File: src/rtl/hit_detector.sv
// Whack-a-mole hit detector: synchronises and debounces the hole buttons,
// then classifies each new press as a score or a miss, allowing one score per mole.
module hit_detector #(
    parameter int NUM_HOLES       = 4,
    parameter int DEBOUNCE_CYCLES = 1_000_000,
    localparam int IW = $clog2(NUM_HOLES),
    localparam int CW = $clog2(DEBOUNCE_CYCLES)
) (
    input  logic                 clkIn,
    input  logic                 reset,
    input  logic                 game_active,
    input  logic [NUM_HOLES-1:0] btn_raw,
    input  logic                 mole_valid,
    input  logic [IW-1:0]        mole_index,
    output logic                 player_scored,
    output logic                 player_missed,
    output logic [IW-1:0]        whack_idx,
    output logic [NUM_HOLES-1:0] btn_state
);

    logic [NUM_HOLES-1:0] sync1_q, sync1_d;
    logic [NUM_HOLES-1:0] sync2_q, sync2_d;
    logic [NUM_HOLES-1:0] btn_state_q, btn_state_d;
    logic [NUM_HOLES-1:0] btn_dly_q, btn_dly_d;
    logic [CW-1:0]        cnt_q [NUM_HOLES];
    logic [CW-1:0]        cnt_d [NUM_HOLES];
    logic                 lockout_q, lockout_d;
    logic                 scored_q, scored_d;
    logic                 missed_q, missed_d;
    logic [IW-1:0]        whack_q, whack_d;

    logic [NUM_HOLES-1:0] press;
    logic [IW-1:0]        press_low;
    logic                 target_hit;

    // Synchroniser and per-bit debounce
    always_comb begin
        sync1_d     = btn_raw;
        sync2_d     = sync1_q;
        btn_state_d = btn_state_q;
        btn_dly_d   = btn_state_q;
        cnt_d       = cnt_q;
        for (int i = 0; i < NUM_HOLES; i++) begin
            if (sync2_q[i] != btn_state_q[i]) begin
                if (cnt_q[i] == CW'(DEBOUNCE_CYCLES - 1)) begin
                    btn_state_d[i] = ~btn_state_q[i];
                    cnt_d[i]       = '0;
                end else begin
                    cnt_d[i] = cnt_q[i] + CW'(1);
                end
            end else begin
                cnt_d[i] = '0;
            end
        end
    end

    assign press      = btn_state_q & ~btn_dly_q;
    assign target_hit = press[mole_index];

    always_comb begin
        press_low = '0;
        for (int i = NUM_HOLES - 1; i >= 0; i--) begin
            if (press[i]) press_low = IW'(i);
        end
    end

    // A hit on the mole's hole wins over any other holes pressed alongside it
    always_comb begin
        scored_d  = 1'b0;
        missed_d  = 1'b0;
        whack_d   = whack_q;
        lockout_d = lockout_q;
        if (game_active && (press != '0)) begin
            whack_d = press_low;
            if (mole_valid && target_hit) begin
                if (!lockout_q) begin
                    scored_d  = 1'b1;
                    lockout_d = 1'b1;
                end
            end else begin
                missed_d = 1'b1;
            end
        end
        if (!mole_valid || !game_active) lockout_d = 1'b0;
    end

    always_ff @(posedge clkIn or posedge reset) begin
        if (reset) begin
            sync1_q     <= '0;
            sync2_q     <= '0;
            btn_state_q <= '0;
            btn_dly_q   <= '0;
            for (int i = 0; i < NUM_HOLES; i++) cnt_q[i] <= '0;
            lockout_q   <= 1'b0;
            scored_q    <= 1'b0;
            missed_q    <= 1'b0;
            whack_q     <= '0;
        end else begin
            sync1_q     <= sync1_d;
            sync2_q     <= sync2_d;
            btn_state_q <= btn_state_d;
            btn_dly_q   <= btn_dly_d;
            cnt_q       <= cnt_d;
            lockout_q   <= lockout_d;
            scored_q    <= scored_d;
            missed_q    <= missed_d;
            whack_q     <= whack_d;
        end
    end

    assign player_scored = scored_q;
    assign player_missed = missed_q;
    assign whack_idx     = whack_q;
    assign btn_state     = btn_state_q;

endmodule
File: config.mk
export PLATFORM = sky130hd
export DESIGN_NAME = hit_detector
export DESIGN_NICKNAME = d
export VERILOG_FILES = /design/src/rtl/hit_detector.sv
export SDC_FILE = /design/constraint.sdc
export NUM_CORES = 1
export LEC_CHECK = 0
export ABC_AREA = 0
export BUFFER_PORTS_ARGS = -buffer_cell sky130_fd_sc_hd__buf_4
export CAP_MARGIN = 20
export CORE_UTILIZATION = 65
export CTS_CLUSTER_SIZE = 14
export DETAILED_ROUTE_END_ITERATION = 10
export PLACE_DENSITY = 0.83
export REMOVE_ABC_BUFFERS = 1
export SYNTH_ARGS = -nofsm -noshare
export SYNTH_HDL_FRONTEND = slang
export SYNTH_SLANG_ARGS = --single-unit
File: constraint.sdc
create_clock -name clkIn -period 8.43 [get_ports clkIn]
set_input_delay 1.2645 -clock clkIn [delete_from_list [all_inputs] [get_ports clkIn]]
set_output_delay 1.2645 -clock clkIn [all_outputs]
set_load 0.005 [all_outputs]
Word level (Yosys, flattened, before mapping) --
Cells that the tools add are included.
Operators by class: $add $sub $neg 4, magnitude comparators 1, eq/ne operators 8, multiplexer cells 22, bitwise operators 6, reduce and logical (&&, ||, !) cells 13
Operators by type and width (count):
- 20-bit 2-to-1 mux | 8
- 20-bit by 1-bit adder with 20-bit output (second input constant) | 4
- 20-bit equality test (second input constant) | 4
- 2-bit AND reduction | 5
- 1-bit 2-to-1 mux | 9
- 2-bit 2-to-1 mux | 4
- 4-bit AND | 1
- 1-bit inequality test | 4
- 1-bit NOT | 4
- 4-bit NOT | 1
- 2-bit nonzero test | 2
- 4-bit nonzero test | 1
- 2-bit by 3-bit < comparator with 1-bit output (second input constant) | 1
- 1-bit binary-select mux with 2-bit select | 1
- 1-bit logical AND | 2
- 1-bit zero test | 2
- 1-bit logical OR | 1
Storage, ports and cells: register bits after elaboration 101, input bits 10, output and inout port bits 8, logic and storage cells 69

Depth between registers and ports, before layout --
depth after elaboration 8, gate-level depth with buffers 6, depth with buffers taken out 5

Worst setup path after synthesis --
No wires, ideal clock.
path kind input to register, start input port mole_index[1], end register lockout_q, setup time 120 ps, data arrival time 1964 ps, required time 8310 ps, path slack 6346 ps, stages on the path 2, buffers on the path 0, cell sequence mux4_2 > o211a_1
On the way: longest elaborated chain between the ends 5
Ends and longest elaborated chain:
- start: declaration | RTL line 14 | input logic [IW-1:0] mole_index,
- 1-bit binary-select mux with 2-bit select | RTL line 58 | assign target_hit = press[mole_index];
- 1-bit 2-to-1 mux (not written as such) | RTL line 58
- 1-bit logical AND | RTL line 75 | if (mole_valid && target_hit) begin
- 2-bit nonzero test (no source line)
- 2-bit AND reduction (no source line)
- end signal: assignment | RTL line 104 | lockout_q <= lockout_d;
- end: declaration | RTL line 27 | logic lockout_q, lockout_d;
No other way between the ends. The select of a mux whose other input is x is not followed. A chain may end at the register's enable or synchronous reset.

==> reports/metrics.cfg <==
[grt]
track_usage = 0.250
overflow = 0
grt_pass1_wl_mm = 14.8
antenna_found_initial = 0
grt_pass1_vias = 3343
grt_max_degree = 53

[synth]
yosys_most_used_dff = dfrtp_1
ys_ff_latch = 101
async_reset_ff_frac = 1.00
synth_cell_type_count = 41
syn-cell-area_mm2 = 0.00477
synth_cells = 465
ys_seq_area_frac = 0.530
syn_avg_cell_area_um2 = 10.3
synth-edff-count = 0
yosys_warnings = 0

[power]
irDropWorstVdd_uv = 113
swShare = 0.234
p_leak_uw = 0.00218
pwr-share-seq = 0.619
power.total_uw = 804
internal_power_uw = 616
p_sw_uw = 188
p_per_area_mw_per_mm2 = 156
pwr-share-comb = 0.039
clkPwrFrac = 0.342

[routing]
wl_per_cell_um = 14.8
drcViolationCount = 0
wl_mm = 8.64
drtPass1Iterations = 5
drt_iter0_markers = 134
vias_per_cell = 6.09
ant_nets = 0
route.vias.total = 3556

[critical_path]
startpoint_type = flip-flop
path_class = reg -> reg
worst_ep_required_time_ps = 8630
cpPeakStageDelay_ps = 660
crit_path_end_kind = flip-flop
crit_chain = or4b_2, or4_1, o21ai_2, nor2_1
worstRegToRegCells = 4
crit_buf_inv = 0
crit_slowest_cell = or4b_2
crit_cells = 4
cp_data_arrival_time_ps = 2750
cp_max_fo = 20
path_delay_family = simple AND/OR/NAND/NOR gates

[worst_hold_path]
min_path_cells = 0
hold_class = reg -> reg

[run_status]
outcome = finished clean

[clocking]
cts_resized = 0
cts_inserted_buffers = 9
cts_setup_buffers = 0
clk_pin_slew_worst_paths_ps = 100
cts.sinks = 101
ctsHoldBuffers = 0
cts_tree = done
htree_levels = 3
cts_root_buffer = clkbuf_8
clock_latency_ps = 350
cts.path.max_buffers = 2

[final_layout]
drive_above_1_share = 0.125
antenna_cells = 0
syn_to_final_growth_pct = 8.29
n_fill_cell = 492
nets = 497

[floorplan]
io_pins = 18
dieArea_mm2 = 0.00768
start_util = 0.687
fp.dieW_um = 87.7
rows = 30
core_area_mm2 = 0.00694
die_h_um = 87.7

[placement]
io_buffers = 17
place_congestion = 0.816
dp_hpwl_mm = 5.82

[sta]
worst_pin_slew_ps = 834
finalMaxSlewViolations = 0
fin_worst_skew_ps = 8.17
fin_tns_setup_ps = 0
setup_violations = 0
hold_viol = 0
fmax_mhz = 393
finalCritPeriodShare = 0.302
slew_headroom = 0.440
period_minus_slack_ps = 2550
rsz0062_at_grt = false

[job]
cap_violations = 0

[final cells by class]
type	count	area (um2)	share of cell area
Clock buffer	11	141	0.0274
Sequential cell	101	2530	0.489
Clock inverter	5	36.3	0.00703
Inverter	15	58.8	0.0114
Timing Repair Buffer	21	158	0.0305
Multi-Input combinational cell	335	2120	0.411
Tap cell	96	120	0.0233
[cells in the mapped netlist (all sizes together), types with 2 or more instances]
cell / instances / area, um2
nor3: 9 / 45.0
nand2b: 3 / 18.8
o31ai: 12 / 90.1
o21ai: 17 / 88.8
buf: 9 / 53.8
nand3: 33 / 178
a21oi: 29 / 149
dfrtp: 101 / 2530
or4: 15 / 124
inv: 15 / 56.3
nor4b: 2 / 17.5
nor4: 9 / 56.3
or4b: 4 / 40.0
nand4: 22 / 159
mux2: 5 / 56.3
ha: 4 / 50.1
xor2: 32 / 280
or3: 13 / 81.3
nor2: 60 / 225
and4: 5 / 45.0
clkbuf: 5 / 18.8
nor2b: 4 / 25.0
and3: 9 / 56.3
and2: 2 / 12.5
xnor2: 19 / 166
nand2: 20 / 75.1
or2: 2 / 12.5
[final timing paths]
path                                  from    endpoint  slack [ps]
worst max-delay path             cnt_q[46]   cnt_q[55]        5880
worst min-delay path            sync1_q[1]  sync2_q[1]         360
worst max register to register   cnt_q[46]   cnt_q[55]        5880
worst min register to register  sync1_q[1]  sync2_q[1]         360
max in group asynchronous            reset   cnt_q[21]        6370
min in group asynchronous            reset  sync2_q[2]         980
[logic make-up (layout without fill, tap and decap cells)]
family,count (synthesis),after routing,share of synthesized area
compound gates,60,60,0.0727
xor+xnor,51,51,0.0937
fa+ha+maj,4,4,0.0105
buf+inv,29,52,0.0270
flops,101,101,0.530
mux,6,6,0.0165
simple gates,214,214,0.250
[worst register-to-register path, cell delays in order, from the launching register on]
cell and delay, ps:
dfrtp_1 460, or4b_2 660, or4_1 460, o21ai_2 660, nor2_1 160
[power groups by stage]
stage	combinational, uW	sequential (uW)	clock, uW
final	31.1	498	275
after global routing	35.9	499	302
after CTS	32.0	498	284
after detailed placement	31.8	507	0
after global placement	31.2	507	0
after floorplan	20.5	506	0
[cell usage in the layout (no fill, tap or decap), types with 3 or more instances in the layout]
cell and n:
ha_1 4, nor2b_1 4, nand2_1 20, nor2_1 60, clkinvlp_4 3, nand4_1 20
xor2_1 32, nor3_1 9, a21oi_1 28, nor4_1 9, inv_1 14, o21ai_0 15
nand2b_1 3, xnor2_1 19, and3_1 9, or4b_2 4, buf_4 21, or4_1 12
nand3_1 32, o31ai_1 10, dfrtp_1 101, or3_1 13, mux2_2 5, or4_4 3
clkbuf_8 10, and4_1 4
[flip-flops by register name, indices dropped and copies added (netlist names), 2 cells and up]
register,count
btn_dly_q,4
sync2_q,4
btn_state,4
whack_idx,2
cnt_q,80
sync1_q,4
[routing by layer]
metal  track usage  share of wire  up-vias
li1              -              -     1697
met1         0.330           0.45     1755
met2         0.415           0.50      100
met3        0.0603          0.043        4
met4        0.0715         0.0062        0
met5             0              0        -
[per-stage QoR]
step | hold WS [ps] | setup slack (ps) | cell area [um2] | instances | utilization
4_1_cts | 358 | 5870 | 5160 | 584 | 0.744
3_5_place_dp | 336 | 5930 | 4990 | 568 | 0.718
6_report | 358 | 5880 | 5160 | 584 | 0.744
2_1_floorplan | 331 | 4520 | 4700 | 451 | -
3_3_place_gp | 333 | 5950 | 4990 | 568 | 0.718
5_1_grt | 362 | 5770 | 5160 | 584 | 0.744
Power figures use the tool's default switching activity.
